File: src/rtl/uart_rx_controller.sv
// ---------------------------------------------------------------------------
// uart_rx_controller
//
// Frame-level control FSM of the UART receiver. Drives the enable of the
// external edge/bit counter, samples RX_IN around mid-bit, deserializes eight
// data bits LSB first, checks optional parity and the stop bit, and delivers
// each good byte on P_DATA with a one-cycle DATA_VALID pulse.
//
// Build option:
//   RX_MAJORITY_VOTE_EN  defined   -> bit decision is the 2-of-3 majority of
//                                     the samples at M-1, M and M+1
//                        undefined -> bit decision is the sample at M
//   (M = PRESCALE>>1). Cycle timing is identical in both builds.
//
// Ports:
//   CLK         in   1  oversampling clock, PRESCALE cycles per bit
//   RST         in   1  asynchronous reset, active low
//   RX_IN       in   1  synchronized serial line, idle high
//   PRESCALE    in   5  oversampling ratio (even, 6..30), stable outside IDLE
//   PAR_EN      in   1  parity bit present (latched when a frame starts)
//   PAR_TYP     in   1  0 = even, 1 = odd (latched when a frame starts)
//   EDGE_COUNT  in   5  edge position inside the bit, 0 when disabled
//   BIT_COUNT   in   4  bit index inside the frame, 0 when disabled
//   COUNTER_EN  out  1  enable to the edge/bit counter (Mealy)
//   P_DATA      out  8  last good byte
//   DATA_VALID  out  1  one-cycle pulse when a good byte is delivered
//   PAR_ERR     out  1  parity mismatch in the current or last frame
//   STP_ERR     out  1  stop bit sampled low in the current or last frame
// ---------------------------------------------------------------------------
module uart_rx_controller (
  input  logic       CLK,
  input  logic       RST,
  input  logic       RX_IN,
  input  logic [4:0] PRESCALE,
  input  logic       PAR_EN,
  input  logic       PAR_TYP,
  input  logic [4:0] EDGE_COUNT,
  input  logic [3:0] BIT_COUNT,
  output logic       COUNTER_EN,
  output logic [7:0] P_DATA,
  output logic       DATA_VALID,
  output logic       PAR_ERR,
  output logic       STP_ERR
);

  typedef enum logic [2:0] {
    IDLE   = 3'd0,
    START  = 3'd1,
    DATA   = 3'd2,
    PARITY = 3'd3,
    STOP   = 3'd4,
    DONE   = 3'd5
  } state_t;

  state_t     state;
  state_t     next_state;

  logic [4:0] mid;
  logic [4:0] mid_before;
  logic [4:0] mid_after;
  logic       end_of_bit;
  logic       decide;
  logic       sample_mid;
  logic       decision_bit;
  logic [7:0] shift_reg;
  logic       par_en_q;
  logic       par_typ_q;

  assign mid        = {1'b0, PRESCALE[4:1]};
  assign mid_before = mid - 5'd1;
  assign mid_after  = mid + 5'd1;
  assign end_of_bit = (EDGE_COUNT == PRESCALE);

  // The bit decision is taken on the clock edge that closes the M+1 cycle,
  // using the live line as the third sample. Every registered effect of the
  // decision (shift, error flags, false-start abort) is therefore visible
  // from the EDGE_COUNT == M+2 cycle onward.
  assign decide = (EDGE_COUNT == mid_after);

  // Mid-bit sample, needed by both builds.
  always_ff @(posedge CLK or negedge RST) begin
    if (!RST) begin
      sample_mid <= 1'b0;
    end else if (EDGE_COUNT == mid) begin
      sample_mid <= RX_IN;
    end
  end

`ifdef RX_MAJORITY_VOTE_EN
  logic sample_early;

  // Early sample for the 2-of-3 vote; the late sample is RX_IN itself in
  // the decision cycle.
  always_ff @(posedge CLK or negedge RST) begin
    if (!RST) begin
      sample_early <= 1'b0;
    end else if (EDGE_COUNT == mid_before) begin
      sample_early <= RX_IN;
    end
  end

  assign decision_bit = (sample_early & sample_mid) |
                        (sample_early & RX_IN)      |
                        (sample_mid   & RX_IN);
`else
  logic unused_mid_before;

  assign unused_mid_before = ^mid_before;
  assign decision_bit      = sample_mid;
`endif

  // State register.
  always_ff @(posedge CLK or negedge RST) begin
    if (!RST) begin
      state <= IDLE;
    end else begin
      state <= next_state;
    end
  end

  // Next-state logic and the Mealy counter enable. In IDLE the enable
  // follows the line so the counter starts on the very first low cycle.
  always_comb begin
    next_state = state;
    COUNTER_EN = 1'b0;
    case (state)
      IDLE: begin
        if (!RX_IN) begin
          COUNTER_EN = 1'b1;
          next_state = START;
        end
      end
      START: begin
        COUNTER_EN = 1'b1;
        if (decide && decision_bit) begin
          next_state = IDLE;
        end else if (end_of_bit) begin
          next_state = DATA;
        end
      end
      DATA: begin
        COUNTER_EN = 1'b1;
        if (end_of_bit && (BIT_COUNT == 4'd8)) begin
          next_state = par_en_q ? PARITY : STOP;
        end
      end
      PARITY: begin
        COUNTER_EN = 1'b1;
        if (end_of_bit) begin
          next_state = STOP;
        end
      end
      STOP: begin
        COUNTER_EN = 1'b1;
        if (end_of_bit) begin
          next_state = DONE;
        end
      end
      DONE: begin
        next_state = IDLE;
      end
      default: begin
        next_state = IDLE;
      end
    endcase
  end

  // Datapath. P_DATA and DATA_VALID are loaded on the STOP->DONE edge so the
  // registered pulse coincides with the single DONE cycle. Both error flags
  // are final by then because the stop decision precedes end of bit.
  always_ff @(posedge CLK or negedge RST) begin
    if (!RST) begin
      shift_reg  <= 8'h00;
      P_DATA     <= 8'h00;
      DATA_VALID <= 1'b0;
      PAR_ERR    <= 1'b0;
      STP_ERR    <= 1'b0;
      par_en_q   <= 1'b0;
      par_typ_q  <= 1'b0;
    end else begin
      DATA_VALID <= 1'b0;
      case (state)
        IDLE: begin
          if (!RX_IN) begin
            PAR_ERR   <= 1'b0;
            STP_ERR   <= 1'b0;
            par_en_q  <= PAR_EN;
            par_typ_q <= PAR_TYP;
          end
        end
        DATA: begin
          if (decide) begin
            shift_reg <= {decision_bit, shift_reg[7:1]};
          end
        end
        PARITY: begin
          if (decide && (decision_bit != (^shift_reg ^ par_typ_q))) begin
            PAR_ERR <= 1'b1;
          end
        end
        STOP: begin
          if (decide && !decision_bit) begin
            STP_ERR <= 1'b1;
          end
          if (end_of_bit && !PAR_ERR && !STP_ERR) begin
            P_DATA     <= shift_reg;
            DATA_VALID <= 1'b1;
          end
        end
        default: begin
        end
      endcase
    end
  end

endmodule

File: config.mk
export PLATFORM = sky130hd
export DESIGN_NAME = uart_rx_controller
export DESIGN_NICKNAME = d
export VERILOG_FILES = /design/src/rtl/uart_rx_controller.sv
export SDC_FILE = /design/constraint.sdc
export NUM_CORES = 1
export LEC_CHECK = 0
export CAP_MARGIN = 10
export CORE_AREA = 3 3 64 66
export CTS_BUF_LIST = sky130_fd_sc_hd__clkbuf_8 sky130_fd_sc_hd__clkbuf_16
export CTS_CLUSTER_DIAMETER = 120
export DETAILED_ROUTE_END_ITERATION = 6
export DIE_AREA = 0 0 67 69
export PLACE_DENSITY = 0.74
export SKIP_CTS_REPAIR_TIMING = 1
export SYNTH_ARGS = -nofsm -noshare
export SYNTH_HDL_FRONTEND = slang
export SYNTH_SLANG_ARGS = --single-unit
export TNS_END_PERCENT = 10
File: constraint.sdc
create_clock -name CLK -period 5.51 [get_ports CLK]
set_clock_uncertainty 0.05 [all_clocks]
set_input_delay 1.653 -clock CLK [delete_from_list [all_inputs] [get_ports CLK]]
set_output_delay 1.653 -clock CLK [all_outputs]
set_load 0.005 [all_outputs]
==> results_dict.tcl <==
set metrics [dict create \
    outcome "completed" \
    die_w_um 67 \
    critPathKind "primary input to output port" \
    holdPathEnd "P_DATA[5]" \
    gr-total-overflow 0 \
    syn2layout_area_growth_pct 27.1 \
    slowest_delay_ps 520 \
    syn_area_per_cell_um2 11.9 \
    cpMostUsedCell "clkdlybuf4s50_1" \
    rsz0062_at_grt "false" \
    max_freq_ghz 0.215 \
    cts_made_buffers 3 \
    htreeDepth 1 \
    arrival_ps 2950 \
    routed_wirelength_um 2750 \
    crit_path_start_kind "primary input" \
    grt_use_total_pct 12.7 \
    cts-root-buf "clkbuf_8" \
    powerDensity_mw_per_mm2 292 \
    yosys-top-cells-count "dfrtp_1, xnor2_1, mux2_2" \
    drive_above_1_share_pct 16.8 \
    hold_depth 1 \
    synthArstFlopShare_pct 100 \
    yosysMostFrequentCell "dfrtp_1" \
    multi_input_area_um2 728 \
    dieHeight_um 69 \
    timing.final.crit_period_ps 4650 \
    crit_slowest_cell "clkdlybuf4s50_1" \
    worstRegToRegCells 4 \
    grt_pass1_wl_um 4620 \
    dp_cells 193 \
    drt_iter0_drc 35 \
    gp_congestion 0.880 \
    ys_top_cells_by_area "dfrtp_1, xnor2_1, mux2_4" \
    seq_area_um2 626 \
    worst_pin_slew_ps 1040 \
    cp_cell_sequence "clkdlybuf4s50_1 > and3_1 > a21oi_1 > clkdlybuf4s50_1" \
    antenna_found_initial 0 \
    vias_per_cell 5.41 \
    fin_tns_setup_ps 0 \
    fillCellCount 341 \
    yosys.area.top_type "dfrtp_1" \
    peakVddDrop_uv 144 \
    netlist-cell-type-count 35 \
    core-area_mm2 0.00363 \
    hold_path.startpoint "P_DATA[5]" \
    antenna_cells 0 \
    timing.rr.end "P_DATA[3]" \
    r2r-start "state[0]" \
    cts.sinks 25 \
    synthFlopType "dfrtp_1" \
    cts_tree "done" \
    ant_nets 0 \
    yosysSeqAreaShare_pct 44.7 \
    synthCells 118 \
    hold_ws_ps 458 \
    io_pins 31 \
    final_max_slew_viol_count 0 \
    route.detailed.wl_per_inst_um 14.0 \
    std_cell_rows 22 \
    die-area_mm2 0.00462 \
    netlist_area_mm2 0.00140 \
    syn_nets 138 \
    fin_nets 170 \
    clk_pin_slew_ps 80 \
    grt_max_degree 26 \
    drc_errors 0 \
    slew-limit-headroom_pct 30.5 \
    cp.required_ps 3810 \
    yosysWarningCount 0 \
    setup_violations 0 \
    max_cap_viol_count 0 \
    synth_edf_count 0 \
    via_count 1066 \
    hold_viol_final 0 \
    min_period_over_period_pct 84.4 \
    ys_ff_latch 25 \
    start_util_pct 38.5 \
    io_buffers 30 \
    end_kind "output port" \
    detailed_place_hpwl_um 2160 \
    clk_latency_ps 260 \
    clock_path_buffers 2 \
    hold_class "flip-flop to flip-flop" \
    drtPass1Iterations 4 \
    crit_path_max_fanout 4 \
    power_leakage_nw 0.783 \
    reg2reg_slack_ps 3420 \
    grt_pass1_vias 1060 \
    yosys.area.top_type_share_pct 44.7 \
    layoutNonFillerInstCount 197 \
]
[worst max-delay path by stage]
stage | startpoint | endpoint | slack (ps) | depth (start not counted)
2_1_floorplan | RX_IN | COUNTER_EN | 1860 | 2
3_3_place_gp | RX_IN | COUNTER_EN | 860 | 4
3_5_place_dp | RX_IN | COUNTER_EN | 860 | 4
4_1_cts | RX_IN | COUNTER_EN | 840 | 4
5_1_grt | RX_IN | COUNTER_EN | 770 | 4
6_report | RX_IN | COUNTER_EN | 860 | 4
[cells by family (layout without fill, tap and decap cells)]
group / count (synthesis) / count (layout) / share of synthesized area (%)
compound gates: 18 / 18 / 10.7
xor+xnor: 21 / 21 / 13.1
fa+ha+maj: 1 / 1 / 0.894
buf+inv: 8 / 39 / 3.22
flops: 25 / 25 / 44.7
mux: 18 / 18 / 16.6
simple gates: 27 / 27 / 10.6
[where the power goes]
group	total, mW	switching [mW]	internal, mW
combinational	0.181	0.0875	0.0930
clock	0.103	0.0533	0.0498
sequential	0.235	0.0296	0.205
total	0.518	0.170	0.348
[area by class of cell]
cell class	instances	area share, %
clock inverter	1	0.211
sequential	25	35.2
inverter	5	1.06
timing repair buffer	30	16.9
clock buffer	3	2.32
tap	48	3.38
multi-input combinational	85	41.0
[placed cells by master, fill, tap and decap left out, drive strengths merged, types with 2 or more instances in the layout]
cell type / synthesis / final
clkdlybuf4s50: 0 / 30
dfrtp: 25 / 25
mux2: 18 / 18
xnor2: 15 / 15
inv: 5 / 6
xor2: 6 / 6
nor2: 4 / 4
nor3: 4 / 4
a21oi: 3 / 3
nand4: 3 / 3
nand3: 3 / 3
nand2: 3 / 3
clkbuf: 1 / 3
nand2b: 2 / 2
or3: 2 / 2
o21ai: 2 / 2
a211oi: 2 / 2
o41ai: 2 / 2
[per-stage QoR]
stage          utilization (%)  setup slack [ps]  cell area [um^2]  power, mW
2_1_floorplan                -              1860              1400      0.357
3_5_place_dp              47.7               857              1730      0.416
5_1_grt                   48.9               766              1780      0.554
6_report                  48.9               858              1780      0.518
4_1_cts                   48.9               842              1780      0.519
3_3_place_gp              47.7               864              1730      0.408
[metal layers]
layer / part of all wire [%] / vias up / GRT usage (%)
li1: - / 493 / -
met4: 2.8 / 0 / 6.76
met2: 49 / 53 / 21.3
met3: 6.5 / 9 / 2.12
met1: 42 / 511 / 15.2
met5: 0 / - / 0
[worst max-delay path: cells and delay by family]
family / cells / cell delay, ps
buffers and inverters: 2 / 970
AND/OR/NAND/NOR: 1 / 200
AO/OA/AOI/OAI: 1 / 130
Power figures use the tool's default switching activity.
==> RTL edit 1, RTL diff (config.mk and constraints unchanged) <==
The option `RX_MAJORITY_VOTE_EN` is turned on by a define.
--- a/src/rtl/uart_rx_controller.sv
+++ b/src/rtl/uart_rx_controller.sv
@@ -27,6 +27,8 @@
 //   PAR_ERR     out  1  parity mismatch in the current or last frame
 //   STP_ERR     out  1  stop bit sampled low in the current or last frame
 // ---------------------------------------------------------------------------
+`define RX_MAJORITY_VOTE_EN
+
 module uart_rx_controller (
   input  logic       CLK,
   input  logic       RST,
Function: changed (Yosys sat finds a counterexample within 4 cycles, from zero or initial values and one cycle with RST low).
==> RTL edit 1 against the original RTL <==
  * Non-clock buffer count rose by 1
  * Critical path depth did not move
  * Worst setup slack got worse by 0.013 ns
  * Hold slack improved by 0.0065 ns
  * Synthesized area rose by 9.3%
  * Wire length rose by 16%
  * Power rose by 10%
  * Global-route usage rose by 2.1 points
  * Clock power rose by 15%
  * Sequential cell count rose by 1
  * Design area rose by 9.8%
  * Critical path type unchanged
  * Largest power group unchanged
==> RTL edit 1: results (changes against the original RTL) <==
outcome finished clean; met2 WL 1610 µm (+20%); FILL cells 344 (+0.88%); Non-clock buffers 31 (+3.3%); Synth Area in XOR/XNOR 12.52% (-0.63 points); GPL Wtd Cong 0.8353 (-5.1%); sw frac 32.42% (-0.44 points); pre-CTS setup slack 0.8345 ns (-0.02272 ns); fraction of area in registers 33.33% (-1.9 points); r2r worst-path depth 3 (-1); Clock buf/inv share 2.821% (+0.29 points); Synth Net Count 163 (+18%); critical path data arrival time 2.96 ns (about the same); synth unique cells 40 (+14%); largest net degree at the start of global routing 27 (+3.8%); multiplexer share of the synthesized area 13.26% (-3.4 points); Area contributors post-synth dfrtp_1, mux2_2, xnor2_1; non-clock inverter count in the final layout 2 (-3); comb_multi_in 111 (+31%); sequential area share after synthesis 42.55% (-2.2 points); Overall Global Routing Usage 14.83% (+2.1 points); critical path peak fanout 6 (+2); HPWL after DPL 2419 µm (+12%); WL per Instance 14.39 µm (+3.1%); vias in the first global route 1234 (+16%); post-synthesis compound-gate area fraction 10.15% (-0.59 points); Adder-Cell Fraction of Synth Area 1.637% (+0.74 points); Synth top cells by count dfrtp_1, mux2_2, xnor2_1; fraction of layout cells with a size suffix above 1 15.52% (-1.3 points); hold path start P_DATA[6]$_DFFE_PN0P_; Worst R2R Setup Slack 3.63 ns (+0.21 ns); Max Clock Freq 0.2143 GHz (-0.28%); combinational share of power 34.4% (-0.4 points); hold endpoint P_DATA[6]$_DFFE_PN0P_; Final Net Count 196 (+15%); pin slew with the least headroom to its limit 0.6306 ns (-0.4084 ns); peak supply drop 0.1466 mV (+1.5%); worst reg2reg startpoint state[2]$_DFFE_PN0P_; drt first-iter violations 37 (+5.7%)
RTL edit 1: routing by layer:
layer	global-route usage [%]	up-vias
met3	4.072	6
met4	6.081	0
met2	25.33	47
li1	-	569
met1	16.98	583
met5	0	-
RTL edit 1: cells by family (layout without fill, tap and decap cells):
family | Yosys count | in the layout
buffers and inverters | 5 | 37
AOI/OAI and AO/OA | 22 | 22
DFF | 26 | 26
adders and majority gates | 2 | 2
muxes | 18 | 18
xor gates and xnor gates | 21 | 21
and+or+nand+nor | 48 | 48
RTL edit 1: per-stage QoR:
step / cells / hold slack [ns] / instance area, µm² / total power [W]
6_report: 222 / 0.4645 / 1952 / 0.0005714
5_1_grt: 222 / 0.4959 / 1952 / 0.0006134
4_1_cts: 221 / 0.4718 / 1924 / 0.0005762
3_5_place_dp: 217 / 0.4516 / 1869 / 0.0004537
3_3_place_gp: 217 / 0.4400 / 1869 / 0.0004471
2_1_floorplan: 142 / 0.4163 / 1529 / 0.0003901
==> RTL edit 2, RTL diff (same flow settings) <==
Made on the original files. The 6 states of `state_t` get a one-hot encoding in 6 bits.
--- a/src/rtl/uart_rx_controller.sv
+++ b/src/rtl/uart_rx_controller.sv
@@ -43,13 +43,13 @@
   output logic       STP_ERR
 );
 
-  typedef enum logic [2:0] {
-    IDLE   = 3'd0,
-    START  = 3'd1,
-    DATA   = 3'd2,
-    PARITY = 3'd3,
-    STOP   = 3'd4,
-    DONE   = 3'd5
+  typedef enum logic [5:0] {
+    IDLE   = 6'b000001,
+    START  = 6'b000010,
+    DATA   = 6'b000100,
+    PARITY = 6'b001000,
+    STOP   = 6'b010000,
+    DONE   = 6'b100000
   } state_t;
 
   state_t     state;
Behaviour: same outputs for any inputs over 10 cycles, from zero or initial values and one cycle with RST low; not proved beyond that.
==> RTL edit 2 against the original RTL <==
  * Sequential cell count grew 3
  * Die area unchanged
  * Design area rose by 6.5%
  * Power increased by 0.94%
  * Fmax fell by 9.6%
  * Utilization rose by 3.2 points
  * Wire length grew 9.1%
  * Synthesized cell count up 3.4%
  * Worst setup slack worse by 0.50 ns
  * Synthesized area up 5.4%
  * Critical endpoint unchanged
  * Highest routed layer unchanged
==> RTL edit 2: results (changes against the original RTL) <==
synth unique cells 36 (+2.9%); Synth top cells by count dfrtp_1, mux2_2, xnor2_1; Routed WL 2999 µm (+9.1%); Synth Area in XOR/XNOR 13.41% (+0.26 points); critical path data arrival time 3.44 ns (+0.49 ns); fraction of area in registers 37.08% (+1.9 points); vias per cell 5.257 (-2.8%); Slew headroom 57.90% (+27 points); outcome finished clean; Slew Viols, Final 0 (unchanged); first-pass GRT wire length 5009 µm (+8.3%); First-pass DRT Iterations 4 (unchanged); critical path peak fanout 6 (+2); Crit path largest cell delay 0.68 ns (+0.16 ns); comb_multi_in 89 (+4.7%); non-clock inverter count in the final layout 2 (-3); fraction of layout cells with a size suffix above 1 18.83% (+2.1 points); worst reg2reg startpoint state[1]$_DFFE_PN0P_; Area contributors post-synth dfrtp_1, mux2_2, xnor2_1; Overall Global Routing Usage 13.88% (+1.1 points); leakage power 0.8139 nW (+3.9%); Worst R2R Setup Slack 3.29 ns (-0.13 ns); Non-clock buffers 31 (+3.3%); GPL Wtd Cong 0.8102 (-7.9%); largest net degree at the start of global routing 29 (+12%); HPWL after DPL 2315 µm (+7.0%); vias in the first global route 1115 (+5.2%); FILL cells 330 (-3.2%); drt first-iter violations 52 (+49%); clock power share 30.6% (+11 points); hold path start P_DATA[1]$_DFFE_PN0P_; worst hold margin 0.4690 ns (+0.01105 ns); sequential area share after synthesis 47.62% (+2.9 points); Clock buf/inv share 3.767% (+1.2 points); Area growth syn-to-layout 28.44%; Sequential Power 0.000244 W (+4%); Post-DP Area 0.001822 mm² (+5.1%); peak supply drop 0.1406 mV (-2.7%); slowest CP cell or4b_1; sequential cells 28 (+12%); Adder-Cell Fraction of Synth Area 0.8489% (-0.046 points); sw frac 25.69% (-7.2 points); multi-input combinational area share 39.33% (-1.6 points); multiplexer share of the synthesized area 15.87% (-0.76 points); buffering overhead 16.26% (-0.63 points); Final Net Count 175 (+2.9%); Pint 0.0003888 W (+12%); area of the multi-input gates 744.5 µm² (+2.2%); Synth Net Count 142 (+2.9%); post-synthesis compound-gate area fraction 6.367% (-4.4 points)
RTL edit 2: per-stage QoR:
step,setup WS [ns],std cells
floorplan,1.405,122
global placement,0.4231,198
detailed placement,0.3623,198
CTS,0.3626,202
global route,0.3009,202
finish,0.3625,202
RTL edit 2: layer usage:
| layer | wire length [µm] | part of all wire, % | global-route usage, % |
|---|---|---|---|
| met1 | 1226 | 41 | 16.18 |
| met2 | 1605 | 54 | 23.69 |
| met3 | 112 | 3.7 | 2.443 |
| met4 | 54 | 1.8 | 6.982 |
| met5 | 0 | 0 | 0 |
RTL edit 2: worst paths after layout:
check,to,cells after the start
worst max-delay path,COUNTER_EN,4
worst min-delay path,P_DATA[1]$_DFFE_PN0P_,1
worst max register to register,P_DATA[0]$_DFFE_PN0P_,4
worst min register to register,P_DATA[1]$_DFFE_PN0P_,1
max in group asynchronous,state[0]$_DFFE_PN1P_,2
min in group asynchronous,state[2]$_DFFE_PN0P_,2
